$ cat src/rtl/fft_frame_ctrl_if.sv
// Handshake bundle between the frame controller, the upstream source,
// the FFT core (config/data in/data out) and the downstream consumer.
interface fft_frame_ctrl_if #(
  parameter int unsigned DATAWIDTH = 48,
  parameter int unsigned CFG_WIDTH = 16
);
  // upstream samples
  logic [DATAWIDTH-1:0] s_data;
  logic                 s_valid;
  logic                 s_ready;
  // core config channel
  logic [CFG_WIDTH-1:0] cfg_tdata;
  logic                 cfg_tvalid;
  logic                 cfg_tready;
  // core data input
  logic [DATAWIDTH-1:0] fft_in_tdata;
  logic                 fft_in_tvalid;
  logic                 fft_in_tlast;
  logic                 fft_in_tready;
  // core data output
  logic [DATAWIDTH-1:0] fft_out_tdata;
  logic                 fft_out_tvalid;
  logic                 fft_out_tlast;
  logic                 fft_out_tready;
  // downstream results
  logic [DATAWIDTH-1:0] m_data;
  logic                 m_valid;
  logic                 m_last;
  logic                 m_ready;

  // controller side
  modport master (
    input  s_data, s_valid,
    output s_ready,
    output cfg_tdata, cfg_tvalid,
    input  cfg_tready,
    output fft_in_tdata, fft_in_tvalid, fft_in_tlast,
    input  fft_in_tready,
    input  fft_out_tdata, fft_out_tvalid, fft_out_tlast,
    output fft_out_tready,
    output m_data, m_valid, m_last,
    input  m_ready
  );

  // source / core / sink side
  modport slave (
    output s_data, s_valid,
    input  s_ready,
    input  cfg_tdata, cfg_tvalid,
    output cfg_tready,
    input  fft_in_tdata, fft_in_tvalid, fft_in_tlast,
    output fft_in_tready,
    output fft_out_tdata, fft_out_tvalid, fft_out_tlast,
    input  fft_out_tready,
    input  m_data, m_valid, m_last,
    output m_ready
  );
endinterface

$ cat src/rtl/fft_frame_ctrl.sv
// Frame sequencer for the FFT core: config word, N-sample load with tlast,
// N-sample unload with counter-generated last and tlast alignment check.
module fft_frame_ctrl #(
  parameter int unsigned DATAWIDTH = 48,
  parameter int unsigned NFFT_LOG2 = 9,
  parameter int unsigned SCALE_W   = 10,
  parameter int unsigned CFG_WIDTH = 16
) (
  input  logic               clk,
  input  logic               rst_n,
  input  logic               start,
  input  logic               dir,
  input  logic [SCALE_W-1:0] scale_sch,
  fft_frame_ctrl_if.master   bus,
  output logic               busy,
  output logic               done,
  output logic               err,
  output logic [15:0]        frame_count
);

  localparam int unsigned CNT_W = NFFT_LOG2;
  localparam int unsigned FC_W  = 16;

  typedef enum logic [2:0] {
    S_IDLE,
    S_CONFIG,
    S_LOAD,
    S_UNLOAD,
    S_DONE
  } state_e;

  state_e             state_q;
  logic [CNT_W-1:0]   in_cnt_q;
  logic [CNT_W-1:0]   out_cnt_q;
  logic               dir_q;
  logic [SCALE_W-1:0] scale_q;
  logic               cfg_tvalid_q;
  logic               busy_q;
  logic               done_q;
  logic               err_q;
  logic [FC_W-1:0]    frame_count_q;

  logic in_load_c;
  logic in_unload_c;
  logic in_last_c;
  logic out_last_c;
  logic in_xfer_c;
  logic out_xfer_c;

  // Phase decode and transfer qualifiers; counters at all-ones mark the last sample.
  assign in_load_c   = (state_q == S_LOAD);
  assign in_unload_c = (state_q == S_UNLOAD);
  assign in_last_c   = &in_cnt_q;
  assign out_last_c  = &out_cnt_q;
  assign in_xfer_c   = in_load_c && bus.s_valid && bus.fft_in_tready;
  assign out_xfer_c  = in_unload_c && bus.fft_out_tvalid && bus.m_ready;

  // Zero-latency pass-through, gated so handshakes are only live in their phase.
  assign bus.fft_in_tdata   = DATAWIDTH'(bus.s_data);
  assign bus.fft_in_tvalid  = in_load_c && bus.s_valid;
  assign bus.fft_in_tlast   = in_load_c && in_last_c;
  assign bus.s_ready        = in_load_c && bus.fft_in_tready;
  assign bus.m_data         = DATAWIDTH'(bus.fft_out_tdata);
  assign bus.m_valid        = in_unload_c && bus.fft_out_tvalid;
  assign bus.m_last         = in_unload_c && out_last_c;
  assign bus.fft_out_tready = in_unload_c && bus.m_ready;

  // Config word built from latched fields, direction in bit 0.
  assign bus.cfg_tdata  = CFG_WIDTH'({scale_q, dir_q});
  assign bus.cfg_tvalid = cfg_tvalid_q;

  assign busy        = busy_q;
  assign done        = done_q;
  assign err         = err_q;
  assign frame_count = frame_count_q;

  // Frame sequencer: state, counters, latched config and status flags.
  always_ff @(posedge clk or negedge rst_n) begin
    if (!rst_n) begin
      state_q       <= S_IDLE;
      in_cnt_q      <= '0;
      out_cnt_q     <= '0;
      dir_q         <= 1'b0;
      scale_q       <= '0;
      cfg_tvalid_q  <= 1'b0;
      busy_q        <= 1'b0;
      done_q        <= 1'b0;
      err_q         <= 1'b0;
      frame_count_q <= '0;
    end else begin
      done_q <= 1'b0;
      case (state_q)
        S_IDLE: begin
          if (start) begin
            dir_q        <= dir;
            scale_q      <= scale_sch;
            err_q        <= 1'b0;
            cfg_tvalid_q <= 1'b1;
            busy_q       <= 1'b1;
            state_q      <= S_CONFIG;
          end
        end
        S_CONFIG: begin
          if (bus.cfg_tready) begin
            cfg_tvalid_q <= 1'b0;
            state_q      <= S_LOAD;
          end
        end
        S_LOAD: begin
          if (in_xfer_c) begin
            in_cnt_q <= in_cnt_q + CNT_W'(1);
            if (in_last_c) begin
              state_q <= S_UNLOAD;
            end
          end
        end
        S_UNLOAD: begin
          if (out_xfer_c) begin
            out_cnt_q <= out_cnt_q + CNT_W'(1);
            if (bus.fft_out_tlast != out_last_c) begin
              err_q <= 1'b1;
            end
            if (out_last_c) begin
              done_q  <= 1'b1;
              state_q <= S_DONE;
            end
          end
        end
        S_DONE: begin
          frame_count_q <= frame_count_q + FC_W'(1);
          busy_q        <= 1'b0;
          state_q       <= S_IDLE;
        end
        default: begin
          state_q <= S_IDLE;
        end
      endcase
    end
  end

endmodule
$ cat src/flat_wrapper.sv
// flat-port wrapper written by rule: the top's interface ports become plain ports
module fft_frame_ctrl_flat 
#(
  parameter int unsigned DATAWIDTH = 48,
  parameter int unsigned NFFT_LOG2 = 9,
  parameter int unsigned SCALE_W   = 10,
  parameter int unsigned CFG_WIDTH = 16
)
  (clk, rst_n, start, dir, scale_sch, busy, done, err, frame_count, bus_s_data, bus_s_valid, bus_s_ready, bus_cfg_tdata, bus_cfg_tvalid, bus_cfg_tready, bus_fft_in_tdata, bus_fft_in_tvalid, bus_fft_in_tlast, bus_fft_in_tready, bus_fft_out_tdata, bus_fft_out_tvalid, bus_fft_out_tlast, bus_fft_out_tready, bus_m_data, bus_m_valid, bus_m_last, bus_m_ready);
  fft_frame_ctrl_if #(.DATAWIDTH(DATAWIDTH), .CFG_WIDTH(CFG_WIDTH)) bus_i ();
  input  logic clk;
  input  logic rst_n;
  input  logic start;
  input  logic dir;
  input  logic [SCALE_W-1:0] scale_sch;
  output logic busy;
  output logic done;
  output logic err;
  output logic [15:0] frame_count;
  input wire logic [$bits(bus_i.s_data)-1:0] bus_s_data;
  input wire logic [$bits(bus_i.s_valid)-1:0] bus_s_valid;
  output wire logic [$bits(bus_i.s_ready)-1:0] bus_s_ready;
  output wire logic [$bits(bus_i.cfg_tdata)-1:0] bus_cfg_tdata;
  output wire logic [$bits(bus_i.cfg_tvalid)-1:0] bus_cfg_tvalid;
  input wire logic [$bits(bus_i.cfg_tready)-1:0] bus_cfg_tready;
  output wire logic [$bits(bus_i.fft_in_tdata)-1:0] bus_fft_in_tdata;
  output wire logic [$bits(bus_i.fft_in_tvalid)-1:0] bus_fft_in_tvalid;
  output wire logic [$bits(bus_i.fft_in_tlast)-1:0] bus_fft_in_tlast;
  input wire logic [$bits(bus_i.fft_in_tready)-1:0] bus_fft_in_tready;
  input wire logic [$bits(bus_i.fft_out_tdata)-1:0] bus_fft_out_tdata;
  input wire logic [$bits(bus_i.fft_out_tvalid)-1:0] bus_fft_out_tvalid;
  input wire logic [$bits(bus_i.fft_out_tlast)-1:0] bus_fft_out_tlast;
  output wire logic [$bits(bus_i.fft_out_tready)-1:0] bus_fft_out_tready;
  output wire logic [$bits(bus_i.m_data)-1:0] bus_m_data;
  output wire logic [$bits(bus_i.m_valid)-1:0] bus_m_valid;
  output wire logic [$bits(bus_i.m_last)-1:0] bus_m_last;
  input wire logic [$bits(bus_i.m_ready)-1:0] bus_m_ready;
  assign bus_i.s_data = bus_s_data;
  assign bus_i.s_valid = bus_s_valid;
  assign bus_s_ready = bus_i.s_ready;
  assign bus_cfg_tdata = bus_i.cfg_tdata;
  assign bus_cfg_tvalid = bus_i.cfg_tvalid;
  assign bus_i.cfg_tready = bus_cfg_tready;
  assign bus_fft_in_tdata = bus_i.fft_in_tdata;
  assign bus_fft_in_tvalid = bus_i.fft_in_tvalid;
  assign bus_fft_in_tlast = bus_i.fft_in_tlast;
  assign bus_i.fft_in_tready = bus_fft_in_tready;
  assign bus_i.fft_out_tdata = bus_fft_out_tdata;
  assign bus_i.fft_out_tvalid = bus_fft_out_tvalid;
  assign bus_i.fft_out_tlast = bus_fft_out_tlast;
  assign bus_fft_out_tready = bus_i.fft_out_tready;
  assign bus_m_data = bus_i.m_data;
  assign bus_m_valid = bus_i.m_valid;
  assign bus_m_last = bus_i.m_last;
  assign bus_i.m_ready = bus_m_ready;
  fft_frame_ctrl #(.DATAWIDTH(DATAWIDTH), .NFFT_LOG2(NFFT_LOG2), .SCALE_W(SCALE_W), .CFG_WIDTH(CFG_WIDTH)) u_core (.clk(clk), .rst_n(rst_n), .start(start), .dir(dir), .scale_sch(scale_sch), .bus(bus_i), .busy(busy), .done(done), .err(err), .frame_count(frame_count));
endmodule
$ cat config.mk
export PLATFORM = sky130hd
export DESIGN_NAME = fft_frame_ctrl_flat
export DESIGN_NICKNAME = d
export VERILOG_FILES = /design/src/rtl/fft_frame_ctrl_if.sv /design/src/rtl/fft_frame_ctrl.sv /design/src/flat_wrapper.sv
export SDC_FILE = /design/constraint.sdc
export NUM_CORES = 1
export LEC_CHECK = 0
export CORE_ASPECT_RATIO = 0.6
export CORE_MARGIN = 1
export CORE_UTILIZATION = 30
export DETAILED_ROUTE_END_ITERATION = 10
export GPL_TIMING_DRIVEN = 0
export PLACE_DENSITY_LB_ADDON = 0.05
export SLEW_MARGIN = 20
export SYNTH_ARGS = -nofsm -noshare
export SYNTH_HDL_FRONTEND = slang
export SYNTH_SLANG_ARGS = --single-unit
$ cat constraint.sdc
create_clock -name clk -period 1.71 [get_ports clk]
set_clock_uncertainty 0.05 [all_clocks]
set_input_delay 0.342 -clock clk [delete_from_list [all_inputs] [get_ports clk]]
set_output_delay 0.342 -clock clk [all_outputs]
set_load 0.005 [all_outputs]
=== After elaboration in Yosys (flattened, before gate mapping) ===
Cells that the tools add are included.

* Register bits after elaboration: 52
* Input port bits: 116
* Output and inout bits: 138
* Word-level logic and storage cells: 64

* Reduce and logical (&&, ||, !) cells: 21
* $add $sub $neg: 3
* Equal/unequal tests: 12
* Muxes and demuxes: 18

{| class="wikitable"
|+ Operators with widths
! kind !! number
|-
| adder 9 x 1 -> 9 bit, second input constant || 2
|-
| two-way mux 3 bit || 6
|-
| AND reduction 9 bit || 2
|-
| adder 16 x 1 -> 16 bit, second input constant || 1
|-
| inequality test 2 bit, second input constant || 7
|-
| one-hot mux 3 bit (4 select lines) || 1
|-
| logical AND 1 bit || 8
|-
| two-way mux 1 bit || 8
|-
| AND reduction 2 bit || 4
|-
| == test 3 x 2 -> 1 bit, second input constant || 2
|-
| one-hot mux 1 bit (2 select lines) || 3
|-
| AND reduction 6 bit || 1
|-
| nonzero test 2 bit || 3
|-
| AND reduction 4 bit || 1
|-
| == test 3 x 1 -> 1 bit, second input constant || 1
|-
| == test 3 bit, second input constant || 1
|-
| logical NOT 3 bit || 1
|-
| AND reduction 3 bit || 1
|-
| inequality test 1 bit || 1
|}

=== Depth between registers and ports, before layout ===
* Word-level depth: 5
* Mapped depth: 7
* Depth with buffers taken out: 7

=== Worst setup path after synthesis ===
Ideal clock, no wire load.

* Path type: register to register
* Start: register u_core.out_cnt_q[0]
* End: register u_core.err_q, in the netlist u_core.err
* Stages on the path, launching flop included: 8
* Library setup time: 124 ps
* Data arrival time: 1713 ps
* Path buffers: 0
* Clock period less this slack: 1887 ps
* Required time: 1536 ps
* Slack: -177 ps
* Cell sequence: dfrtp_1 -> ha_1 -> and3_1 -> and3_1 -> ha_1 -> or3_1 -> a31oi_1 -> nor2_1

* Longest elaborated chain between the ends: 4

{| class="wikitable"
|+ Ends and longest elaborated chain
! what !! RTL line !! RTL
|-
| from (decl) || fft_frame_ctrl.sv:34 || <nowiki>logic [CNT_W-1:0] out_cnt_q;</nowiki>
|-
| from (signal assigned) || fft_frame_ctrl.sv:119 || <nowiki>out_cnt_q <= out_cnt_q + CNT_W'(1);</nowiki>
|-
| AND reduction 9 bit || fft_frame_ctrl.sv:54 || <nowiki>assign out_last_c = &out_cnt_q;</nowiki>
|-
| inequality test 1 bit || fft_frame_ctrl.sv:120 || <nowiki>if (bus.fft_out_tlast != out_last_c) begin</nowiki>
|-
| inequality test 2 bit (no source line) || -- ||
|-
| AND reduction 4 bit (no source line) || -- ||
|-
| to (signal assigned) || fft_frame_ctrl.sv:88 || <nowiki>err_q <= 1'b0;</nowiki>
|-
| to (signal assigned) || fft_frame_ctrl.sv:97 || <nowiki>err_q <= 1'b0;</nowiki>
|-
| to (signal assigned) || fft_frame_ctrl.sv:121 || <nowiki>err_q <= 1'b1;</nowiki>
|-
| to (decl) || fft_frame_ctrl.sv:40 || <nowiki>logic err_q;</nowiki>
|}

No other way between the ends.
A chain may end at the register's enable or synchronous reset.

=== Final worst setup path ===
* Start: register u_core.out_cnt_q[1]
* End: output port bus_m_last

* Longest elaborated chain between the ends: 2

{| class="wikitable"
|+ Ends and longest elaborated chain
! what !! RTL line !! RTL
|-
| AND reduction 9 bit || fft_frame_ctrl.sv:54 ||
|-
| logical AND 1 bit || fft_frame_ctrl.sv:65 || <nowiki>assign bus.m_last = in_unload_c && out_last_c;</nowiki>
|-
| to (decl) || flat_wrapper.sv:36 || <nowiki>output wire logic [$bits(bus_i.m_last)-1:0] bus_m_last;</nowiki>
|}

No other way between the ends.

==> metrics.md <==
| Metric | Value |
|---|---|
| Reg area | 1310 um2 |
| Crit Path Max Fanout | 2 |
| Total power | 0.00400 W |
| Arr. time, crit path | 1560 ps |
| Async SR Flop Fraction | 100% |
| Reg2reg end | u_core.err |
| Height of the die | 80.2 um |
| Worst-Skew Late Latency | 290 ps |
| Footprint of the multi-input gates | 1090 um2 |
| First-pass GRT wire length | 11.4 mm |
| I/O Pins | 254 |
| Gpl congestion | 0.728 |
| Hold Slack | 30.9 ps |
| Vias in the first global route | 2340 |
| Area delta synth->final | 71.7% |
| Die width | 132 um |
| Via density | 4.09 |
| DRC Markers | 0 |
| Hold Path Class | primary input to asynchronous set/reset pin |
| Post-place setup slack | -507 ps |
| Pleak | 2.38 nW |
| Diode count | 0 |
| Post-route ant nets | 0 |
| Maximum resistive drop on vdd | 428 uV |
| Number of synthesized flops with an enable pin | 0 |
| Layout cell share with drive strength beyond 1 | 38.6% |
| Status | finished, violations left |
| Warnings, synthesis | 0 |
| Number of DRC markers in iteration 0 | 62 |
| Total grt overflow | 0 |
| Final HPWL DP | 5.58 mm |
| Final WS setup | -238 ps |
| Setup crit end kind | output port |
| FF-to-FF path depth | 8 |
| # clock sinks | 52 |
| CTS Hold Buffers Added | 0 |
| Syn Std Cell Area | 3060 um2 |
| Power per Cell Area | 761 nW/um2 |
| Yosys reg bits | 52 |
| RSZ-0062 raised after global routing | yes |
| Tmin final | 1950 ps |
| Final std cells w/o fill | 617 |
| Max_cap viols | 0 |
| Failing checks | negative setup slack |
| Yosys top cell area share | 42.5% |
| Final Cycle Share | 114% |
| Drt pass-1 iters | 4 |
| Peak Freq | 513 MHz |
| Tot GR Track Use | 13.5% |
| R2R Path Start | u_core.out_cnt_q[1] |
| Synth area leaders | dfrtp_1 (43%), buf_4 (25%), xnor2_1 (6.9%) |
| Cell count after placement | 584 |
| Largest net degree at the start of global routing | 53 |
| Worst Tran Pin Value | 669 ps |
| Post-Syn Instances | 293 |
| Headroom to the max-slew limit | 55.4% |
| Fin. Hold Viols | 0 |
| Clk slew on worst S/H paths | 60 ps |
| WP data required | 1320 ps |
| CP Class | register to output port |
| CTS max path bufs | 2 |
| WL/cell | 12.2 um |
| Via count | 2521 |
| TNS Setup | -637 ps |
| CTS tree | done |
| Port buffer count | 152 |
| # fillers | 919 |
| Area leader, netlist | dfrtp_1 |
| CTS root buffer | clkbuf_16 |
| Area of the die | 10600 um2 |
| Initial antenna violation count | 0 |
| Post-Route WL | 7.53 mm |
| Nets | 602 |
| Unique masters post-synth | 28 |
| Flop2flop setup slack | -160 ps |
| Rows | 28 |
| Core region area | 9880 um2 |
| CP Launch Type | register |
| # setup viols final | 4 |
| Post-synth top flop | dfrtp_1 |
| Post-Syn Area per Cell | 10.4 um2 |
| Fin. max-slew vios | 0 |
| Seq/Total Area, Yosys | 42.5% |
| Initial core utilization | 31.0% |
| CTS Buf Count | 5 |
| Clock H-tree levels | 2 |
cells in the final DEF, fill, tap and decap left out, types with 6 or more instances in the layout:
master           instances
buf_6                   11
mux2_2                  14
buf_4                  123
nand2_1                 15
and3_4                   6
clkdlybuf4s50_1        145
dfrtp_1                 48
nand4_1                 12
nor2_1                   8
xnor2_1                 24
nand3_1                  7
and3_1                   6
layout make-up:
type                       instances  share of cell area (%)
buffer                           107                    15.5
sequential                        52                    24.9
multi-input combinational        138                    20.8
tap                              135                    3.21
timing repair buffer             177                    32.8
clock buffer                       8                    2.79
cells by family after synthesis:
kind of cell | Yosys count | share of synthesized area [%]
XOR/XNOR | 29 | 8.30
AND/OR/NAND/NOR | 74 | 13.4
other | 1 | 0.123
AO/OA/AOI/OAI | 9 | 1.80
multiplexers | 16 | 5.89
adder cells (fa/ha/maj) | 5 | 2.04
flip-flops | 52 | 42.5
buffers and inverters | 107 | 25.9
state kept, by name, indices dropped and copies added (netlist names):
signal	count
u_core.bus.cfg_tvalid	1
u_core.busy	1
u_core.dir_q	1
u_core.done	1
u_core.err	1
u_core.frame_count	16
u_core.in_cnt_q	9
u_core.out_cnt_q	9
u_core.scale_q	10
u_core.state_q	3
metrics by stage:
step	util [%]	cell area, um2
after floorplan	-	3080
after global placement	48.3	4770
after detailed placement	48.3	4770
after CTS	51.5	5090
after global routing	53.2	5260
final	53.2	5260
metal layers:
layer	vias to the layer above	global-route usage, %	part of all wire, %
met5	-	0	0
met4	0	2.76	0.53
met2	107	23.6	50
li1	1244	-	-
met3	4	4.29	7.3
met1	1166	16.4	43
where the power goes:
part / switching, W / internal, W
logic: 0.000476 / 0.000940
registers: 0.000153 / 0.00142
clock network: 0.000427 / 0.000585
critical path: stages (launching register included):
cell     delay (ps)
dfrtp_1         380
ha_2            190
and3_4          160
and3_4          150
ha_4            150
and2_4          130
buf_6           110
worst max path at each step:
stage,start,endpoint,cells past startpoint
detailed placement,start,u_core.scale_q[4],5
global route,u_core.out_cnt_q[1],bus_m_last,6
global placement,rst_n,u_core.done,1
floorplan,u_core.out_cnt_q[0],u_core.err,7
CTS,u_core.out_cnt_q[0],bus_m_last,6
finish,u_core.out_cnt_q[1],bus_m_last,6
cell usage after synthesis, types with 4 or more instances:
master     n
buf_2      4
nand4_1   12
nor2_1    10
xor2_1     5
xnor2_1   24
nand3_1    8
nand2_1   15
buf_4    103
ha_1       5
and3_1    12
mux2_2    16
dfrtp_1   52
and2_1     5
timing repair:
| action | in CTS | in global routing |
|---|---|---|
| cloned | 0 | 0 |
| setup buffers | 15 | 12 |
| pin swaps | 12 | 11 |
| setup endpoints to repair | 17 | 37 |
| gates resized for setup | 46 | 21 |
No activity file was read; power rests on OpenSTA's default activity.
